$ cat config.mk
export PLATFORM = sky130hd
export DESIGN_NAME = inventory_rmw
export DESIGN_NICKNAME = d
export VERILOG_FILES = /design/src/rtl/inv_pkg.sv /design/src/rtl/inv_sat_alu.sv /design/src/rtl/inventory_rmw.sv
export SDC_FILE = /design/constraint.sdc
export NUM_CORES = 1
export LEC_CHECK = 0
export ABC_AREA = 1
export BUFFER_PORTS_ARGS = -buffer_cell sky130_fd_sc_hd__clkbuf_2
export CAP_MARGIN = 20
export CORE_ASPECT_RATIO = 0.8
export CORE_MARGIN = 2
export CORE_UTILIZATION = 54
export CTS_CLUSTER_DIAMETER = 80
export DETAILED_ROUTE_END_ITERATION = 16
export PLACE_DENSITY = 0.83
export SYNTH_ARGS = -nofsm -noshare
export SYNTH_HDL_FRONTEND = slang
export SYNTH_SLANG_ARGS = --single-unit
$ cat constraint.sdc
create_clock -name clk -period 2.8 [get_ports clk]
set_clock_uncertainty 0.2 [all_clocks]
set_input_delay 0.56 -clock clk [delete_from_list [all_inputs] [get_ports clk]]
set_output_delay 0.56 -clock clk [all_outputs]
set_load 0.02 [all_outputs]
$ cat src/rtl/inv_pkg.sv
`default_nettype none
// ============================================================================
// Module      : inv_pkg
// Description : Shared types and default widths for the inventory
//               read-modify-write engine.
// Revision    : 1.0 - initial release
// ============================================================================
package inv_pkg;

    // Default widths: item code (memory address) and stock count
    localparam int INV_ADDR_W = 8;
    localparam int INV_DATA_W = 8;

    // Request operation encoding as seen on req_op
    typedef enum logic [1:0] {
        OP_QUERY  = 2'b00,
        OP_ADD    = 2'b01,
        OP_REMOVE = 2'b10,
        OP_CLEAR  = 2'b11
    } op_t;

    // Response status encoding as seen on rsp_status
    typedef enum logic [1:0] {
        ST_OK    = 2'b00,
        ST_SAT   = 2'b01,
        ST_UNDER = 2'b10
    } status_t;

    // Engine sequencing: one request walks IDLE -> READ -> CALC -> WRITE
    typedef enum logic [1:0] {
        S_IDLE  = 2'b00,
        S_READ  = 2'b01,
        S_CALC  = 2'b10,
        S_WRITE = 2'b11
    } state_t;

endpackage : inv_pkg
`default_nettype wire

$ cat src/rtl/inv_sat_alu.sv
`default_nettype none
// ============================================================================
// Module      : inv_sat_alu
// Description : Combinational stock update. Saturating add, floor-checked
//               remove, clear and query, with status and write-enable.
//               INV_RMW_STRICT_EN : when defined, an underflowing remove
//               keeps the old count and suppresses the write; otherwise it
//               clamps the count to zero and writes it.
// Revision    : 1.0 - initial release
// ============================================================================
module inv_sat_alu
    import inv_pkg::*;
#(
    parameter int DATA_W = INV_DATA_W
) (
    input  op_t               i_op,
    input  logic [DATA_W-1:0] i_old,
    input  logic [DATA_W-1:0] i_quant,
    output logic [DATA_W-1:0] o_new,
    output status_t           o_status,
    output logic              o_wr_en
);

    // One extra bit so an add overflow is visible as the carry
    logic [DATA_W:0] w_sum;
    assign w_sum = {1'b0, i_old} + {1'b0, i_quant};

    // Select the new count, its status and whether it must be written back
    always_comb begin
        o_new    = i_old;
        o_status = ST_OK;
        o_wr_en  = 1'b1;
        case (i_op)
            OP_QUERY: begin
                o_wr_en = 1'b0;
            end
            OP_ADD: begin
                if (w_sum[DATA_W]) begin
                    o_new    = '1;
                    o_status = ST_SAT;
                end else begin
                    o_new = w_sum[DATA_W-1:0];
                end
            end
            OP_REMOVE: begin
                if (i_quant > i_old) begin
                    o_status = ST_UNDER;
`ifdef INV_RMW_STRICT_EN
                    // Leave the stored count alone and report it unchanged
                    o_new    = i_old;
                    o_wr_en  = 1'b0;
`else
                    // Clamp at empty and store that
                    o_new    = '0;
`endif
                end else begin
                    o_new = i_old - i_quant;
                end
            end
            OP_CLEAR: begin
                o_new = '0;
            end
            default: begin
                o_new = i_old;
            end
        endcase
    end

endmodule : inv_sat_alu
`default_nettype wire

$ cat src/rtl/inventory_rmw.sv
`default_nettype none
// ============================================================================
// Module      : inventory_rmw
// Description : Read-modify-write engine owning the inventory memory port.
//               Accepts one stock request, reads the count, updates it via
//               inv_sat_alu, writes it back and returns the new count.
//               Four cycles per request; all outputs registered.
//               INV_RMW_STRICT_EN : selects strict (no-write) handling of an
//               underflowing remove instead of clamping to zero.
// Revision    : 1.0 - initial release
// ============================================================================
module inventory_rmw
    import inv_pkg::*;
#(
    parameter int ADDR_W = INV_ADDR_W,
    parameter int DATA_W = INV_DATA_W
) (
    input  logic              clk,
    input  logic              rst_n,
    input  logic              req_valid,
    output logic              req_ready,
    input  logic [1:0]        req_op,
    input  logic [ADDR_W-1:0] req_code,
    input  logic [DATA_W-1:0] req_quant,
    output logic              rsp_valid,
    output logic [DATA_W-1:0] rsp_qty,
    output logic [1:0]        rsp_status,
    output logic [ADDR_W-1:0] mem_addr,
    output logic              mem_rd_en,
    input  logic [DATA_W-1:0] mem_rdata,
    output logic              mem_wr_en,
    output logic [DATA_W-1:0] mem_wdata
);

    state_t            r_state;
    op_t               r_op;
    logic [DATA_W-1:0] r_quant;

    logic [DATA_W-1:0] w_new;
    status_t           w_status;
    logic              w_we;

    // Read data feeds the ALU directly; its result is registered in CALC
    inv_sat_alu #(
        .DATA_W (DATA_W)
    ) u_alu (
        .i_op     (r_op),
        .i_old    (mem_rdata),
        .i_quant  (r_quant),
        .o_new    (w_new),
        .o_status (w_status),
        .o_wr_en  (w_we)
    );

    // Request sequencing with registered memory and response outputs.
    // mem_addr doubles as the latched item code for the whole request.
    always_ff @(posedge clk or negedge rst_n) begin
        if (!rst_n) begin
            r_state    <= S_IDLE;
            r_op       <= OP_QUERY;
            r_quant    <= '0;
            req_ready  <= 1'b1;
            rsp_valid  <= 1'b0;
            rsp_qty    <= '0;
            rsp_status <= ST_OK;
            mem_addr   <= '0;
            mem_rd_en  <= 1'b0;
            mem_wr_en  <= 1'b0;
            mem_wdata  <= '0;
        end else begin
            case (r_state)
                S_IDLE: begin
                    if (req_valid) begin
                        r_op      <= op_t'(req_op);
                        r_quant   <= req_quant;
                        mem_addr  <= req_code;
                        mem_rd_en <= 1'b1;
                        req_ready <= 1'b0;
                        r_state   <= S_READ;
                    end
                end
                S_READ: begin
                    mem_rd_en <= 1'b0;
                    r_state   <= S_CALC;
                end
                S_CALC: begin
                    mem_wr_en  <= w_we;
                    mem_wdata  <= w_new;
                    rsp_valid  <= 1'b1;
                    rsp_qty    <= w_new;
                    rsp_status <= w_status;
                    r_state    <= S_WRITE;
                end
                S_WRITE: begin
                    mem_wr_en <= 1'b0;
                    rsp_valid <= 1'b0;
                    mem_addr  <= '0;
                    req_ready <= 1'b1;
                    r_state   <= S_IDLE;
                end
                default: begin
                    r_state <= S_IDLE;
                end
            endcase
        end
    end

endmodule : inventory_rmw
`default_nettype wire

==> summary.txt, run 1 <==
Outcome
  • Status: completed

Floorplanning
  • Chip width: approximately 79 um
  • Die outline height: ~64 um
  • Standard-cell rows: 21
  • Io pins: slightly below 60
  • Starting density of the core: between 50% and 60%
  • Die area: ~5000 um2
  • Core box area: between 4000 and 5000 um2

Yosys
  • Post-synthesis sequential area ratio: between 30% and 40%
  • Mean post-synth cell area: 7.17 um2
  • Syn Inst Count: around 340
  • Synth Area in Adders: about 14%
  • Synth Area in Compound Gates: under 10%
  • Mapped cell area: ~2400 um2
  • Yosys reg bits: 34
  • Post-synthesis mux area share: 0%
  • Post-synth cell types: 27
  • Simple-gate share of the synthesized area: 28.4%
  • Xor and xnor area share after synthesis: less than 1%
  • Top cells by area, synth: dfrtp_1 (34%), nand2_1 (14%), ha_1 (12%)
  • Synth top area share: roughly a third
  • Syn nets: roughly 390
  • Yosys warning total: 0
  • Area leader, netlist: dfrtp_1
  • Combinational family with the most area after synthesis: simple AND/OR/NAND/NOR gates

Global route
  • Initial antenna violation count: 0
  • First-pass GRT wire length: between 8000 and 9000 um
  • Global Route Usage Sum: around 22%
  • Pin count of the biggest net entering global routing: 35
  • Vias in the first global route: 2006
  • Global route total overflow: 0

Setup path
  • Worst r2r path cells: 11
  • Worst R2R End: mem_wdata[7]$_DFFE_PN0P_
  • Worst Path Required: between 2000 and 3000 ps
  • Setup crit end kind: register
  • CP Class: in -> reg
  • Max FO, Critical Path: 5
  • Arr. time, crit path: about 2200 ps
  • R2R Setup Slk: between 600 and 700 ps
  • Crit path launch type: primary input
  • FF-to-FF Start: r_quant[0]$_DFFE_PN0P_

Layout
  • Nets@finish: roughly 440
  • Most frequent cells in the layout: nand2_1 (93), clkbuf_2 (58), inv_1 (51), nand3_1 (34), dfrtp_1 (33)
  • Most common cell after layout, fill and taps aside: nand2_1
  • Antenna cells: 0
  • Area Overhead vs Synth: 14.4%
  • Layout cells sized above 1: between 15 and 20%

Detailed routing
  • Total length of routed wires: between 5000 and 6000 um
  • DRT Pass-1 Iters: 4
  • Antenna viol nets, final: 0
  • Via/cell ratio: slightly below 5
  • Top Layer Used: met4
  • Iter 0 DRT Violations: 140
  • Wl on met1: between 2000 and 3000 um
  • Met2 wire length: 2110 um
  • Avg WL per Cell: 11.5 um
  • Wire length on met3: ~360 um
  • Via count: between 2000 and 2500
  • DRC: 0

STA
  • RSZ-0062 raised after global routing: false
  • Tightest Pin Transition: between 700 and 800 ps
  • Relative slew slack: 47.0%
  • Min Tclk post-route: roughly 2200 ps
  • Hold_ws: 143 ps
  • Fin crit share: 78.1%
  • PnR worst setup slack: 615 ps
  • Final hold vios: 0
  • Fmax achieved: 458 MHz
  • Setup_tns: 0 ps
  • Final Max Tran Viols: 0
  • Final setup vio count: 0

Clock network
  • # H-tree levels: 2
  • CTS tree: done
  • Cts repair resizes: 0
  • CTS Hold Buffers Added: 0
  • Total CTS buffers: 5
  • Setup bufs post-CTS: 0
  • CTS Sinks: 34
  • Clk slew on worst S/H paths: 70 ps
  • Root Buffer: clkbuf_8
  • Clock Path Buffers: 2
  • Clk_lat worst skew: approximately 280 ps

Pwr
  • Pwr dens: approximately 1200 nW/um2
  • Pwr Total: 3.25 mW
  • P_leak: between 1.5 and 2 nW
  • Peak VDD IR: between 400 and 500 uV

Placement
  • Port Buffer Count: between 50 and 60
  • Pre-CTS worst setup slack: ~340 ps
  • Final HPWL DP: between 4000 and 5000 um
  • Gpl congestion: just over 0.9

Run
  • Max cap viols: 0

Hold path
  • Hold crit path type: in -> async
## cell usage after synthesis (all sizes together)
cell / n
nand2: 96
ha: 24
clkinv: 2
nand4: 2
a21oi: 11
or2: 2
nand3b: 1
o21bai: 1
nor2: 26
buf: 11
nor3: 1
inv: 53
xor2: 2
nand3: 35
a22oi: 1
o21ai: 27
dfrtp: 33
dfstp: 1
fa: 2
clkbuf: 6
## power breakdown
part / internal, mW / total, mW / switching, mW
Combinational: 0.674 / 2.02 / 1.35
Clock: 0.172 / 0.343 / 0.171
Sequential: 0.739 / 0.886 / 0.147
Total: 1.58 / 3.25 / 1.67
## how the worst max path moves through the flow
stage	endpoint	slack [ps]	from	cells past startpoint
detailed placement	mem_wdata[7]$_DFFE_PN0P_	340	mem_rdata[0]	13
global route	mem_wdata[2]$_DFFE_PN0P_	400	mem_rdata[0]	13
global placement	mem_wdata[7]$_DFFE_PN0P_	360	mem_rdata[0]	13
CTS	mem_wdata[7]$_DFFE_PN0P_	620	r_quant[0]$_DFFE_PN0P_	11
finish	mem_wdata[7]$_DFFE_PN0P_	610	mem_rdata[0]	13
floorplan	mem_wdata[1]$_DFFE_PN0P_	640	mem_rdata[0]	13
## per-layer routing
layer | GRT usage, % | vias to the layer above
met3 | 3.67 | 7
li1 | - | 1136
met5 | 0 | -
met4 | 6.36 | 0
met2 | 33.7 | 65
met1 | 30.9 | 950
## stage by stage
stage | instance area (um2) | utilization (%) | cells
after floorplan | 2410 | - | 337
after global placement | 2680 | 63.4 | 436
after detailed placement | 2680 | 63.4 | 436
after CTS | 2760 | 65.3 | 444
after global routing | 2760 | 65.3 | 444
final | 2760 | 65.3 | 444
## registers in the layout (all words and copies together) (netlist names)
register	cells
r_op	2
mem_wr_en	1
req_ready	1
mem_rd_en	1
r_quant	8
rsp_valid	1
mem_wdata	8
mem_addr	8
rsp_status	2
r_state	2
## layout make-up
cell class              instances  area, um2
clock buffers                   6       72.6
clock inverters                 2       10.0
fillers                       393       1470
inverters                      55        206
multi-input cells             231       1250
flip-flops and latches         34        852
well taps                      57       71.3
repair buffers                 59        298
## logic make-up (layout without fill, tap and decap cells)
| kind of cell | Yosys count | after routing |
|---|---|---|
| simple gates | 163 | 163 |
| flops | 34 | 34 |
| fa+ha+maj | 26 | 26 |
| buf+inv | 72 | 122 |
| xor+xnor | 2 | 2 |
| compound gates | 40 | 40 |
## worst max-delay path, cell delays in order
cell      delay [ps]
clkbuf_2         100
inv_1             40
ha_1             220
fa_1             380
inv_1             80
nand2_1           70
nand2_1           80
nand3_2           80
a21oi_2          260
nand3_1          110
nand3_1          100
nand2_1           60
nand2_1           50
No activity file was read; power rests on OpenSTA's default activity.
==> inputs of run 2 (changes only) <==
--- a/config.mk
+++ b/config.mk
@@ -5,15 +5,15 @@
 export SDC_FILE = /design/constraint.sdc
 export NUM_CORES = 1
 export LEC_CHECK = 0
-export ABC_AREA = 1
+export ABC_AREA = 0
 export BUFFER_PORTS_ARGS = -buffer_cell sky130_fd_sc_hd__clkbuf_2
 export CAP_MARGIN = 20
 export CORE_ASPECT_RATIO = 0.8
 export CORE_MARGIN = 2
-export CORE_UTILIZATION = 54
+export CORE_UTILIZATION = 53
 export CTS_CLUSTER_DIAMETER = 80
 export DETAILED_ROUTE_END_ITERATION = 16
-export PLACE_DENSITY = 0.83
+export PLACE_DENSITY = 0.82
 export SYNTH_ARGS = -nofsm -noshare
 export SYNTH_HDL_FRONTEND = slang
 export SYNTH_SLANG_ARGS = --single-unit
==> constraint.sdc (replaced) <==
create_clock -name clk -period 2.15 [get_ports clk]
set_clock_uncertainty 0.2 [all_clocks]
set_input_delay 0.43 -clock clk [delete_from_list [all_inputs] [get_ports clk]]
set_output_delay 0.43 -clock clk [all_outputs]
set_load 0.02 [all_outputs]
==> run 2 against run 1 <==
The flow now finishes with violations (negative setup slack). Sequential share of layout area decreased by 4.1 points. Total power increased by 57%. Setup slack worse by 950 ps. Sequential power is 31% higher. Core utilization increased by 10 points. Largest power group unchanged. Via count increased by 6.7%. Non-clock buffer count rose by 44. Sequential cell count did not move. Count of clock-buffer cells in the layout decreased by 1. Combinational power grew 65%. Area after synthesis shrank 2.5%. Critical endpoint is now mem_wdata[4]$_DFFE_PN0P_.
==> summary.txt, run 2 <==
Yosys
  • Mean post-synth cell area: 8.92 um2
  • Xor and xnor area share after synthesis: 0%
  • Mapped cell area: between 2000 and 2500 um2
  • Post-synthesis mux area share: approximately 1.4%
  • Synth top area share: a little over a third
  • FFs w/ async S/R, synth: 100%
  • Synth Area in Compound Gates: approximately a quarter
  • Yosys warning total: 0
  • Post-synth top cells: dfrtp_1 (33), o21ai_0 (31), nand2_1 (26)
  • EDFF count, synth: 0
  • Combinational family with the most area after synthesis: compound AO/OA/AOI/OAI gates
  • Simple-gate share of the synthesized area: about 14%
  • Area leader, netlist: dfrtp_1
  • Post-synthesis sequential area ratio: a little over a third
  • Count leader, synth: dfrtp_1
  • Post-synth cell types: 46
  • Yosys reg bits: 34
  • Most used flip-flop cell after synthesis: dfrtp_1
  • Synth Area in Adders: around 14%
  • Top cells by area, synth: dfrtp_1 (35%), ha_1 (13%), o21ai_0 (6.6%)
  • Syn Inst Count: between 200 and 300
  • Syn nets: between 300 and 400

Global route
  • Grt met1 use: between 30% and 40%
  • Most Crowded Layer GR: met2
  • Vias in the first global route: 2304
  • Pin count of the biggest net entering global routing: 35
  • First-pass GRT wire length: between 10000 and 15000 um
  • Global route total overflow: 0
  • GR Layer Usage met3: 4.73%
  • GR Util met2: between 40% and 50%
  • Global Route Usage Sum: between 20% and 30%
  • Initial antenna violation count: 0

Placement
  • Cells after DPL: roughly 400
  • Gpl congestion: just over 0.9
  • Port Buffer Count: 58
  • Pre-CTS worst setup slack: -536 ps
  • Final HPWL DP: 4610 um

Setup path
  • Worst R2R End: mem_wdata[4]$_DFFE_PN0P_
  • FF-to-FF Start: r_quant[0]$_DFFE_PN0P_
  • R2R Setup Slk: -340 ps
  • CP max stage cell: o41a_4
  • CP Class: reg -> reg
  • Worst Path Required: 2120 ps
  • Setup crit end kind: register
  • Max FO, Critical Path: 6
  • Worst r2r path cells: 8
  • Cell Chain, Critical Path: ha_4 > fa_2 > nor3b_4 > o31ai_4 > a21oi_2 > o41a_4 > a21oi_1 > o2bb2ai_1
  • Crit path launch type: register
  • Slowest stage delay, CP: about 500 ps
  • Arr. time, crit path: around 2500 ps

Floorplanning
  • Io pins: 59
  • Starting density of the core: 55.7%
  • Die area: between 4000 and 5000 um2
  • Standard-cell rows: 21
  • Chip width: ~80 um
  • Die outline height: ~64 um
  • Core box area: 4230 um2

Layout
  • Layout cells sized above 1: between 30% and 40%
  • Area of the multi-input gates: approximately 1400 um2
  • Most frequent cells in the layout: clkbuf_2 (58), buf_4 (44), dfrtp_1 (31), o21ai_0 (30), nand2_1 (26)
  • Fin cells: 415
  • Antenna cells: 0
  • Filler Cell Count: approximately 290
  • Top flop regs: mem_addr (8), mem_wdata (8), r_quant (8)
  • Nets@finish: 412
  • Most common cell after layout, fill and taps aside: clkbuf_2
  • Area Overhead vs Synth: 35.8%
  • Register area: between 800 and 900 um2

Hold path
  • Hold path depth: 3
  • Hold crit path type: in -> reg
  • Worst hold path endpoint: r_quant[3]$_DFFE_PN0P_
  • Hold Path Origin: req_quant[3]

Pwr
  • P_leak: about 1.6 nW
  • Pwr dens: approximately 1600 nW/um2
  • Pwr Total: between 5 and 6 mW
  • Peak VDD IR: 899 uV

STA
  • Hold_ws: ~140 ps
  • Final Max Tran Viols: 0
  • Final setup vio count: 10
  • PnR worst setup slack: -339 ps
  • Fin crit share: 116%
  • Fmax achieved: around 400 MHz
  • Tightest Pin Transition: about 420 ps
  • Relative slew slack: approximately 72%
  • RSZ-0062 raised after global routing: true
  • Final hold vios: 0
  • Setup_tns: -2810 ps
  • Min Tclk post-route: 2490 ps

Detailed routing
  • DRT Pass-1 Iters: 4
  • Antenna viol nets, final: 0
  • DRC: 0
  • Avg WL per Cell: approximately 15 um
  • Via/cell ratio: around 5.5
  • Total length of routed wires: between 6000 and 7000 um
  • Iter 0 DRT Violations: approximately 170
  • Via count: around 2300

Run
  • Max cap viols: 0

Clock network
  • Root Buffer: clkbuf_8
  • CTS Sinks: 34
  • Total CTS buffers: 5
  • # H-tree levels: 2
  • Clk slew on worst S/H paths: 70 ps
  • Clk_lat worst skew: roughly 290 ps
  • Clock Path Buffers: 2
  • CTS tree: done

Outcome
  • Failing checks: negative setup slack
  • Status: finished with violations
[run 2: final cells by class]
class	instances	area share, %
clock buffer	5	2.15
clock inverter	3	1.41
inverter	22	2.58
multi-input combinational	191	45.2
sequential	34	26.7
tap	57	2.23
timing repair buffer	103	19.7
[run 2: power by group]
part           total (mW)  switching, mW  internal (mW)  leakage [nW]
sequential           1.16          0.214          0.950         0.421
clock               0.595          0.250          0.345        0.0504
combinational        3.34           1.88           1.46          1.11
total                5.10           2.35           2.75          1.58
[run 2: cell families (layout without fill, tap and decap cells)]
| group | after synthesis | in the layout |
|---|---|---|
| adder cells (fa/ha/maj) | 26 | 26 |
| multiplexers | 3 | 3 |
| AO/OA/AOI/OAI | 94 | 94 |
| AND/OR/NAND/NOR | 68 | 68 |
| flip-flops | 34 | 34 |
| buffers and inverters | 39 | 133 |
[run 2: what timing repair did]
action                                  4_1_cts  5_1_grt
hold endpoints to repair                     33        0
pin swaps                                     4       10
buffers inserted                              5        2
gates resized for setup                       7       10
endpoints found under the setup margin       10       10
hold buffers                                  1        0
[run 2: layer usage]
layer	part of all wire, %	wire (um)
met4	1.2	76
met3	8.5	541
met5	0	0
met2	46	2900
met1	45	2840
[run 2: through the flow]
| step | instance area, um2 | util (%) |
|---|---|---|
| finish | 3200 | 75.6 |
| global route | 3200 | 75.6 |
| CTS | 3130 | 74.0 |
| detailed placement | 2950 | 69.6 |
| global placement | 2950 | 69.6 |
| floorplan | 2400 | - |
[run 2: how the worst max path moves through the flow]
stage	startpoint	cells after the start	slack (ps)	end
floorplan	mem_rdata[0]	8	-240	mem_wdata[1]$_DFFE_PN0P_
global placement	mem_rdata[0]	9	-470	mem_wdata[1]$_DFFE_PN0P_
detailed placement	mem_rdata[0]	9	-540	mem_wdata[7]$_DFFE_PN0P_
CTS	r_quant[0]$_DFFE_PN0P_	8	-370	mem_wdata[1]$_DFFE_PN0P_
global route	r_quant[0]$_DFFE_PN0P_	8	-390	mem_wdata[1]$_DFFE_PN0P_
finish	r_quant[0]$_DFFE_PN0P_	8	-340	mem_wdata[4]$_DFFE_PN0P_
[run 2: critical path, delay by kind of cell (launching register included)]
kind,cells,cell delay [ps]
AND/OR/NAND/NOR,1,170
adder cells (fa/ha/maj),2,510
AO/OA/AOI/OAI,5,1070
flip-flops,1,430
==> inputs of run 3 (changes only) <==
--- a/config.mk
+++ b/config.mk
@@ -8,12 +8,14 @@
 export ABC_AREA = 0
 export BUFFER_PORTS_ARGS = -buffer_cell sky130_fd_sc_hd__clkbuf_2
 export CAP_MARGIN = 20
+export CELL_PAD_IN_SITES_DETAIL_PLACEMENT = 0
+export CELL_PAD_IN_SITES_GLOBAL_PLACEMENT = 1
 export CORE_ASPECT_RATIO = 0.8
 export CORE_MARGIN = 2
-export CORE_UTILIZATION = 53
+export CORE_UTILIZATION = 35
 export CTS_CLUSTER_DIAMETER = 80
 export DETAILED_ROUTE_END_ITERATION = 16
-export PLACE_DENSITY = 0.82
+export PLACE_DENSITY = 0.74
 export SYNTH_ARGS = -nofsm -noshare
 export SYNTH_HDL_FRONTEND = slang
 export SYNTH_SLANG_ARGS = --single-unit
==> run 3 against run 2 <==
The run still ends with negative setup slack left. Core utilization fell by 26 points. Count of clock-buffer cells in the layout up 1. Wire length up 3.3%. Die area increased by 48%. Design area grew 0.74%. Cell count is 6.7% higher. Largest power group unchanged. Highest routed layer unchanged.
==> summary.txt, run 3 (synthesis gave the netlist of run 2 again) <==
Outcome
  • Status: finished with violations
  • Failing checks: negative setup slack

Placement
  • Pre-CTS worst setup slack: -538 ps
  • Gpl congestion: 0.799
  • Port Buffer Count: between 50 and 60
  • Final HPWL DP: 4890 um
  • Cells after DPL: roughly 430

Setup path
  • Arr. time, crit path: 2400 ps
  • Crit path buf inv count: 0
  • Worst Path Required: approximately 2100 ps
  • CP top delay family: compound AO/OA/AOI/OAI gates
  • Crit path launch type: register
  • CP Class: reg -> reg
  • Cell Chain, Critical Path: ha_4 > fa_2 > nor3b_4 > o31ai_4 > a21oi_2 > o41a_4 > a21oi_1 > o2bb2ai_1
  • Slowest stage delay, CP: roughly 420 ps
  • Setup crit end kind: register
  • Max FO, Critical Path: 6
  • CP max stage cell: dfrtp_1

Detailed routing
  • Via count: 2196
  • DRC: 0
  • DRT Pass-1 Iters: 4
  • Total length of routed wires: between 6000 and 7000 um
  • Iter 0 DRT Violations: 77
  • Avg WL per Cell: 14.8 um
  • Via/cell ratio: 4.96
  • Antenna viol nets, final: 0

Layout
  • Layout cells sized above 1: approximately two fifths
  • Area Overhead vs Synth: 36.8%
  • Most common cell after layout, fill and taps aside: clkbuf_2
  • Fin cells: between 400 and 500
  • Nets@finish: between 400 and 500
  • Top flop regs: mem_addr (8), mem_wdata (8), r_quant (8)
  • Filler Cell Count: about 640
  • Most frequent cells in the layout: clkbuf_2 (58), buf_4 (45), dfrtp_1 (32), o21ai_0 (30), nand2_1 (26)
  • Final Util: approximately 50%
  • Antenna cells: 0

STA
  • Relative slew slack: 69.3%
  • Final Max Tran Viols: 0
  • PnR worst setup slack: -278 ps
  • RSZ-0062 raised after global routing: true
  • Tightest Pin Transition: between 400 and 500 ps
  • Final hold vios: 0
  • Final setup vio count: 10
  • Hold_ws: approximately 120 ps
  • Fin crit share: 113%
  • Min Tclk post-route: between 2000 and 2500 ps
  • Fmax achieved: between 400 and 500 MHz

Clock network
  • CTS Sinks: 34
  • Clock Path Buffers: 2
  • Clk_lat worst skew: 290 ps
  • CTS tree: done
  • Clk slew on worst S/H paths: ~70 ps
  • Root Buffer: clkbuf_8
  • # H-tree levels: 2
  • Total CTS buffers: 5

Hold path
  • Hold crit path type: in -> reg

Pwr
  • Pwr dens: between 1500 and 2000 nW/um2
  • Pwr Total: approximately 5.0 mW
  • Logic gate share of total power: approximately 67%
  • P_leak: around 1.6 nW
  • Clock network fraction of total power: under 10%
  • Net Sw Frac: between 40% and 50%
  • Switch Pwr: approximately 2.3 mW
  • Cell-internal power: around 2.7 mW
  • Flop pwr share: 23.5%
  • Peak VDD IR: 753 uV

Global route
  • Vias in the first global route: ~2200
  • Initial antenna violation count: 0
  • First-pass GRT wire length: ~11000 um
  • Global Route Usage Sum: roughly 18%
  • Global route total overflow: 0
  • Pin count of the biggest net entering global routing: 35

Floorplanning
  • Die area: 7400 um2
  • Starting density of the core: 36.6%
  • Standard-cell rows: 26
  • Chip width: roughly 96 um
  • Die outline height: roughly 77 um
  • Io pins: 59
  • Core box area: between 6000 and 7000 um2

Run
  • Max cap viols: 0
## run 3: worst paths after layout
path,startpoint,end,slack (ps),cells after the start
setup / recovery,r_quant[0]$_DFFE_PN0P_,mem_wdata[2]$_DFFE_PN0P_,-280,8
hold / removal,req_quant[0],r_quant[0]$_DFFE_PN0P_,120,3
setup reg to reg,r_quant[0]$_DFFE_PN0P_,mem_wdata[2]$_DFFE_PN0P_,-280,8
hold reg to reg,req_ready$_DFFE_PN1P_,req_ready$_DFFE_PN1P_,280,2
max in group asynchronous,rst_n,req_ready$_DFFE_PN1P_,880,3
min in group asynchronous,rst_n,mem_wdata[7]$_DFFE_PN0P_,510,3
## run 3: stage by stage
stage	instance area, um2	setup TNS, ps
after floorplan	2400	-1510
after global placement	3000	-4290
after detailed placement	3000	-4530
after CTS	3160	-2780
after global routing	3220	-3080
final	3220	-2280
## run 3: metal layers
layer / routed length (um) / GRT usage (%)
met5: 0 / 0
met4: 80 / 3.86
met3: 272 / 3.69
met2: 2930 / 28.5
met1: 3280 / 26.5
## run 3: tightest hold or removal path: cells and delay by family
| family | cells | cell delay [ps] |
|---|---|---|
| buffers and inverters | 1 | 70 |
| AND/OR/NAND/NOR | 2 | 80 |
## run 3: power groups by stage
| stage | Sequential [mW] | Combinational, mW | Clock [mW] |
|---|---|---|---|
| final | 1.17 | 3.32 | 0.483 |
| after global routing | 1.21 | 3.65 | 0.528 |
| after CTS | 1.17 | 3.21 | 0.500 |
| after detailed placement | 1.18 | 3.06 | 0 |
| after global placement | 1.16 | 3.02 | 0 |
| after floorplan | 1.35 | 1.84 | 0 |
## run 3: repair_timing
action	in CTS	in global routing
setup endpoints to repair	10	10
hold buffers	1	0
pin swaps	6	6
hold endpoints to repair	29	0
resized for setup	10	9
cloned	0	0
setup buffers	3	3
## run 3: final cells by class
cell class | count | area, um2 | share of cell area (%)
tap | 84 | 105 | 3.26
clock buffer | 6 | 72.6 | 2.25
sequential | 34 | 853 | 26.5
inverter | 22 | 82.6 | 2.56
timing repair buffer | 104 | 638 | 19.8
clock inverter | 2 | 10.0 | 0.311
multi-input combinational | 191 | 1460 | 45.3
